## config.mk

```make
export PLATFORM = sky130hd
export DESIGN_NAME = traffic_light_sequencer
export DESIGN_NICKNAME = d
export VERILOG_FILES = /design/src/rtl/traffic_light_sequencer.sv
export SDC_FILE = /design/constraint.sdc
export NUM_CORES = 1
export LEC_CHECK = 0
export CAP_MARGIN = 20
export CORE_ASPECT_RATIO = 0.5
export CORE_MARGIN = 2
export CORE_UTILIZATION = 46
export DETAILED_ROUTE_END_ITERATION = 16
export PLACE_DENSITY = 0.8
export SLEW_MARGIN = 15
export SYNTH_ARGS = -nofsm -noshare
export SYNTH_HDL_FRONTEND = slang
export SYNTH_SLANG_ARGS = --single-unit
```

## constraint.sdc

```tcl
create_clock -name clock -period 2 [get_ports clock]
set_clock_uncertainty 0.05 [all_clocks]
set_input_delay 0.4 -clock clock [delete_from_list [all_inputs] [get_ports clock]]
set_output_delay 0.4 -clock clock [all_outputs]
set_load 0.01 [all_outputs]
```

## src/rtl/traffic_light_sequencer.sv

```systemverilog
// Two-road traffic light controller: main road rests in green until a side request
// arrives, then runs a yellow / all-red / side-green / side-yellow / all-red cycle.
module traffic_light_sequencer #(
    parameter int GREEN_TICKS  = 10,
    parameter int YELLOW_TICKS = 3,
    parameter int ALLRED_TICKS = 1
) (
    input  logic       clock,
    input  logic       reset,
    input  logic       enable,
    input  logic       side_req,
    output logic       timer_reset,
    output logic [2:0] main_light,
    output logic [2:0] side_light,
    output logic [2:0] state
);

    typedef enum logic [2:0] {
        MAIN_GREEN  = 3'd0,
        MAIN_YELLOW = 3'd1,
        ALLRED_1    = 3'd2,
        SIDE_GREEN  = 3'd3,
        SIDE_YELLOW = 3'd4,
        ALLRED_2    = 3'd5
    } state_t;

    localparam logic [7:0] GREEN_LAST  = 8'(GREEN_TICKS - 1);
    localparam logic [7:0] YELLOW_LAST = 8'(YELLOW_TICKS - 1);
    localparam logic [7:0] ALLRED_LAST = 8'(ALLRED_TICKS - 1);

    state_t     cur_state;
    state_t     next_state;
    logic [7:0] tick_count;
    logic [7:0] dwell_last;
    logic       req_pending;
    logic       tick;
    logic       at_limit;
    logic       advance;

    // Light encoding is {main, side}, each {red, yellow, green}.
    function automatic logic [5:0] lights_for(input state_t s);
        logic [5:0] l;
        l = 6'b100_100;
        case (s)
            MAIN_GREEN:  l = 6'b001_100;
            MAIN_YELLOW: l = 6'b010_100;
            SIDE_GREEN:  l = 6'b100_001;
            SIDE_YELLOW: l = 6'b100_010;
            default:     l = 6'b100_100;
        endcase
        return l;
    endfunction

    assign tick     = enable & ~timer_reset;
    assign at_limit = (tick_count == dwell_last);
    assign state    = cur_state;

    always_comb begin
        dwell_last = ALLRED_LAST;
        case (cur_state)
            MAIN_GREEN, SIDE_GREEN:   dwell_last = GREEN_LAST;
            MAIN_YELLOW, SIDE_YELLOW: dwell_last = YELLOW_LAST;
            default:                  dwell_last = ALLRED_LAST;
        endcase
    end

    // Main green is the resting state: it only leaves once the minimum dwell is served
    // and a request is already latched.
    always_comb begin
        next_state = cur_state;
        advance    = 1'b0;
        case (cur_state)
            MAIN_GREEN: begin
                if (tick && at_limit && req_pending) begin
                    next_state = MAIN_YELLOW;
                    advance    = 1'b1;
                end
            end
            MAIN_YELLOW: begin
                if (tick && at_limit) begin
                    next_state = ALLRED_1;
                    advance    = 1'b1;
                end
            end
            ALLRED_1: begin
                if (tick && at_limit) begin
                    next_state = SIDE_GREEN;
                    advance    = 1'b1;
                end
            end
            SIDE_GREEN: begin
                if (tick && at_limit) begin
                    next_state = SIDE_YELLOW;
                    advance    = 1'b1;
                end
            end
            SIDE_YELLOW: begin
                if (tick && at_limit) begin
                    next_state = ALLRED_2;
                    advance    = 1'b1;
                end
            end
            ALLRED_2: begin
                if (tick && at_limit) begin
                    next_state = MAIN_GREEN;
                    advance    = 1'b1;
                end
            end
            default: begin
                next_state = ALLRED_2;
                advance    = 1'b1;
            end
        endcase
    end

    // Lights are loaded from the next state on the same edge the state moves, so they
    // never lag the state code; the counter saturates at the dwell limit.
    always_ff @(posedge clock) begin
        if (reset) begin
            cur_state   <= ALLRED_2;
            tick_count  <= 8'd0;
            timer_reset <= 1'b1;
            req_pending <= 1'b0;
            main_light  <= 3'b100;
            side_light  <= 3'b100;
        end else begin
            if (side_req)
                req_pending <= 1'b1;
            else if (advance && next_state == SIDE_GREEN)
                req_pending <= 1'b0;

            timer_reset <= advance;

            if (advance) begin
                cur_state                <= next_state;
                tick_count               <= 8'd0;
                {main_light, side_light} <= lights_for(next_state);
            end else if (tick && !at_limit) begin
                tick_count <= tick_count + 8'd1;
            end
        end
    end

endmodule

```

* Yosys cells after proc, flatten, opt, wreduce, memory -nomap -nowiden *
Cells that the tools add are included.

operators by class
  $mul = 0
  order comparisons = 0
  add/sub/neg operators = 1
  mux-type cells = 14
  shifts and indexed selects = 0
  divide/modulo/power cells = 0
  bitwise operators = 2
  reduce and logical (&&, ||, !) cells = 12
  eq/ne operators = 9

operator list
  cell                                                                   count
  6-bit one-hot mux with 4 select lines                                  1
  3-bit two-way mux                                                      6
  3-bit one-hot mux with 6 select lines                                  1
  3-bit by 2-bit equality test with 1-bit output, second input constant  3
  3-bit equality test, second input constant                             3
  8-bit by 1-bit adder with 8-bit output, second input constant          1
  8-bit equality test                                                    1
  4-bit one-hot mux with 2 select lines                                  1
  3-bit by 1-bit equality test with 1-bit output, second input constant  2
  3-bit logical NOT                                                      2
  2-bit OR reduction                                                     3
  5-bit OR reduction                                                     1
  1-bit logical AND                                                      4
  1-bit two-way mux                                                      4
  1-bit one-hot mux with 2 select lines                                  1
  2-bit nonzero test                                                     1
  1-bit bitwise AND                                                      1
  1-bit logical NOT                                                      1
  1-bit NOT                                                              1

word-level totals
  bits of input ports = 4
  memories = 0
  RAM bits = 0
  register bits = 19
  bits in latches = 0
  word-level logic and storage cells = 44
  ROM bits = 0
  output and inout bits = 10

* Longest topological paths before layout *
  word-level depth = 12
  depth in mapped cells = 8
  gate-level depth less buffers = 6

* Worst setup path after synthesis *
Ideal clock, no wire load.

  path kind = register to register
  start = register cur_state[0], in the netlist state[0]
  end = register cur_state[0], in the netlist state[0]
  data required time = 1.826 ns
  cell stages (with the launch flop) = 8
  path slack = -0.121 ns
  arrival = 1.946 ns
  clock period less this slack = 2.121 ns
  setup time = 0.124 ns
  path buffers = 1
  path through = dfxtp_1 > buf_6 > or3b_2 > a31oi_2 > nor3_2 > nor3_4 > nor2_2 > a2111o_1

on the way
  longest elaborated chain between the ends = 8
  elaborated cells on any way between the ends = 23
  those cells by class = eq/ne: 6; mux: 11; reduce/logical: 6

RTL lines
  what                                                                                            RTL line  source
  start: declaration                                                                              31        state_t cur_state;
  start signal: assignment                                                                        135       cur_state <= next_state;
  3-bit equality test, or another cell as far along                                               60, 72
  2-bit OR reduction                                                                              60        case (cur_state)
  4-bit one-hot mux with 2 select lines                                                           60
  8-bit equality test                                                                             55        assign at_limit = (tick_count == dwell_last);
  1-bit logical AND                                                                               -
  1-bit logical AND                                                                               74        if (tick && at_limit && req_pending) begin
  3-bit two-way mux or 1-bit two-way mux (tied branches)                                          74
  3-bit one-hot mux with 6 select lines or 1-bit one-hot mux with 2 select lines (tied branches)  72        case (cur_state)

Several ways; a longest one is shown, not always the timed one.
A chain may end at the register's enable or synchronous reset.

* Worst setup path in the final report *
Same ends and word-level chain as after synthesis.

==> results_dict.tcl <==
set metrics [dict create \
    run_status "complete, but fails checks" \
    violations "negative setup slack" \
    finalMaxSlewViolations 0 \
    cts_root_buf "clkbuf_8" \
    netlist_area_mm2 0.00121 \
    dieArea_mm2 0.00307 \
    p_leak_uw 0.000608 \
    final_util_pct 68.7 \
    vias 1256 \
    syn_nets 146 \
    grtUsageMet3_pct 5.18 \
    synth_top_area_share_pct 31.5 \
    drive_above_1_share_pct 36.2 \
    crit_type "flop to flop" \
    drt-total-wl_mm 3.40 \
    diodes 0 \
    layout_min_cycle_time_ps 2100 \
    ys.flop_type "dfxtp_1" \
    crit_required_ps 2100 \
    crit_arrival_ps 2200 \
    grt_max_degree 16 \
    critPathMaxFanout 8 \
    fp.dieW_um 76.4 \
    clk_latency_ps 260 \
    slew_headroom_pct 69.9 \
    dp.final_hpwl_mm 2.03 \
    reg2reg_to "state[0]" \
    post_synth.cell_area_avg_um2 8.55 \
    finalHoldViolCount 0 \
    yosys_warnings 0 \
    crit_start "state[0]" \
    whs_path_depth 2 \
    max-vdd-ir-drop_mv 0.422 \
    clkTransAtPathRegs_ps 70 \
    grt_busiest_layer "met2" \
    ys_ff_latch 19 \
    r2r_cells 6 \
    holdPathEnd "main_light[1]" \
    nets 183 \
    end_kind "flop" \
    met1_usage_pct 25.9 \
    post-route-period-util_pct 105 \
    synth_cells 141 \
    grt_usage_pct 22.0 \
    grt_pass1_wl_mm 5.11 \
    cts_hold_buf 0 \
    worst_pin_slew_ps 449 \
    cts_buffer_depth 2 \
    timing.rr.start "state[0]" \
    cts_tree "done" \
    cp-start-kind "flop" \
    drc 0 \
    gp_congestion 0.784 \
    fmax_mhz 476 \
    placement_rows 13 \
    die_h_um 40.2 \
    rsz0062_at_grt "yes" \
    antenna_found_initial 0 \
    ant_nets 0 \
    grt_pass1_vias 1067 \
    cts_sinks 19 \
    syn2layout_area_growth_pct 44.5 \
    setup_violations 16 \
    synth_edf_count 0 \
    tns_ps -639 \
    io_buffers 13 \
    drt_iter0_drc 110 \
    fin_ws_ps -102 \
    core_mm2 0.00254 \
    vias_per_cell 5.87 \
    grt-ovfl-total 0 \
    wl_per_cell_um 15.9 \
    drv_cap 0 \
    drt_pass1_iterations 4 \
    cts_buffers 3 \
    synth_largest_area_cell "dfxtp_1" \
    met2_usage_pct 42.5 \
    start_util_pct 47.5 \
    htreeDepth 1 \
    io_pins 14 \
    synth_top_cells_by_area "dfxtp_1, xnor2_1, nand3_1" \
    holdCritStartpoint "main_light[1]" \
    async_flop_share_pct 0 \
    ys_seq_area_share_pct 31.5 \
    synth.distinct_cells 46 \
    reg2reg_slack_ps -100 \
    power_density_mw_per_mm2 751 \
    hold_path.class "flop to flop" \
]
[sequential cells by signal, summed over array words and instances, names as in the netlist]
name         flops
timer_reset      1
req_pending      1
tick_count       8
state            3
side_light       3
main_light       3
[logic make-up (layout without fill, tap and decap cells)]
group                    after synthesis  after routing  synth area share, %
AO/OA/AOI/OAI                         32             33                 22.2
adder cells (fa/ha/maj)                1              1                 1.04
AND/OR/NAND/NOR                       59             59                 28.7
multiplexers                           3              3                 2.49
XOR/XNOR                              10             10                 7.26
flip-flops                            19             19                 31.5
buffers and inverters                 17             52                 6.74
[worst max-delay path by stage]
| stage | endpoint | depth (start not counted) |
|---|---|---|
| finish | state[0] | 6 |
| global route | main_light[2] | 8 |
| CTS | main_light[2] | 7 |
| detailed placement | tick_count[1] | 6 |
| global placement | tick_count[3] | 6 |
| floorplan | state[0] | 6 |
[power breakdown]
group	internal, uW	total (uW)	switching (uW)
combinational	287	590	304
clock	139	278	139
sequential	407	441	34.2
[final cells by class]
| type | instances | area, um^2 |
|---|---|---|
| fill | 189 | 795 |
| clock buffer | 3 | 41.3 |
| sequential | 19 | 389 |
| tap | 37 | 46.3 |
| inverter | 7 | 26.3 |
| timing repair buffer | 41 | 352 |
| multi-input combinational | 106 | 883 |
| clock inverter | 1 | 5.00 |
[layer usage]
layer  routed length, um  part of all wire, %
met3                 146                  4.3
met4                  63                  1.9
met1                1520                   45
met5                   0                    0
met2                1660                   49
[timing repair]
action | CTS | global route
cloned | 1 | 0
resized for setup | 17 | 9
setup buffers | 3 | 1
setup endpoints to repair | 19 | 18
pin swaps | 12 | 10
[worst max-delay path, stage by stage (launching register included)]
cell,delay [ps]
dfxtp_4,390
xor2_2,190
o21a_1,220
or3_4,420
nor3_4,320
nor2_2,60
a2111o_1,340
[cells in the final DEF, fill, tap and decap left out, types with 3 or more instances in the layout]
| cell | n |
|---|---|
| a211oi_1 | 3 |
| a21oi_1 | 4 |
| a31oi_1 | 3 |
| buf_4 | 25 |
| buf_6 | 3 |
| clkbuf_8 | 3 |
| clkdlybuf4s50_1 | 13 |
| dfxtp_1 | 14 |
| dfxtp_2 | 4 |
| inv_1 | 6 |
| mux2i_1 | 3 |
| nand2_1 | 5 |
| nand3_1 | 9 |
| nand4_1 | 4 |
| nor2_1 | 13 |
| nor3_1 | 4 |
| nor3_2 | 3 |
| o21ai_1 | 3 |
| xnor2_1 | 6 |
[synth_stat cells (all sizes together), types with 2 or more instances]
cell    count
dfxtp      19
a21oi       5
nand2       5
or3         3
a31oi       5
nor4        2
clkbuf      3
xor2        3
inv         7
buf         7
nand3      11
nand4b      2
o211ai      2
mux2i       3
o21ai       4
nand4       4
xnor2       7
nand2b      2
a21o        2
a211oi      3
nor3        9
or4b        2
nor2b       2
nor2       15
[stage by stage]
| step | std cells | instance area, um^2 | setup slack [ps] | hold WS (ps) | power, uW |
|---|---|---|---|---|---|
| 6_report | 214 | 1740 | -102 | 431 | 1310 |
| 5_1_grt | 214 | 1740 | -187 | 468 | 1370 |
| 4_1_cts | 213 | 1690 | -34.7 | 438 | 1250 |
| 3_5_place_dp | 205 | 1530 | -184 | 422 | 909 |
| 3_3_place_gp | 205 | 1530 | -156 | 415 | 899 |
| 2_1_floorplan | 141 | 1240 | -72.6 | 439 | 741 |
Note: power is estimated with default switching activity, not from simulation.
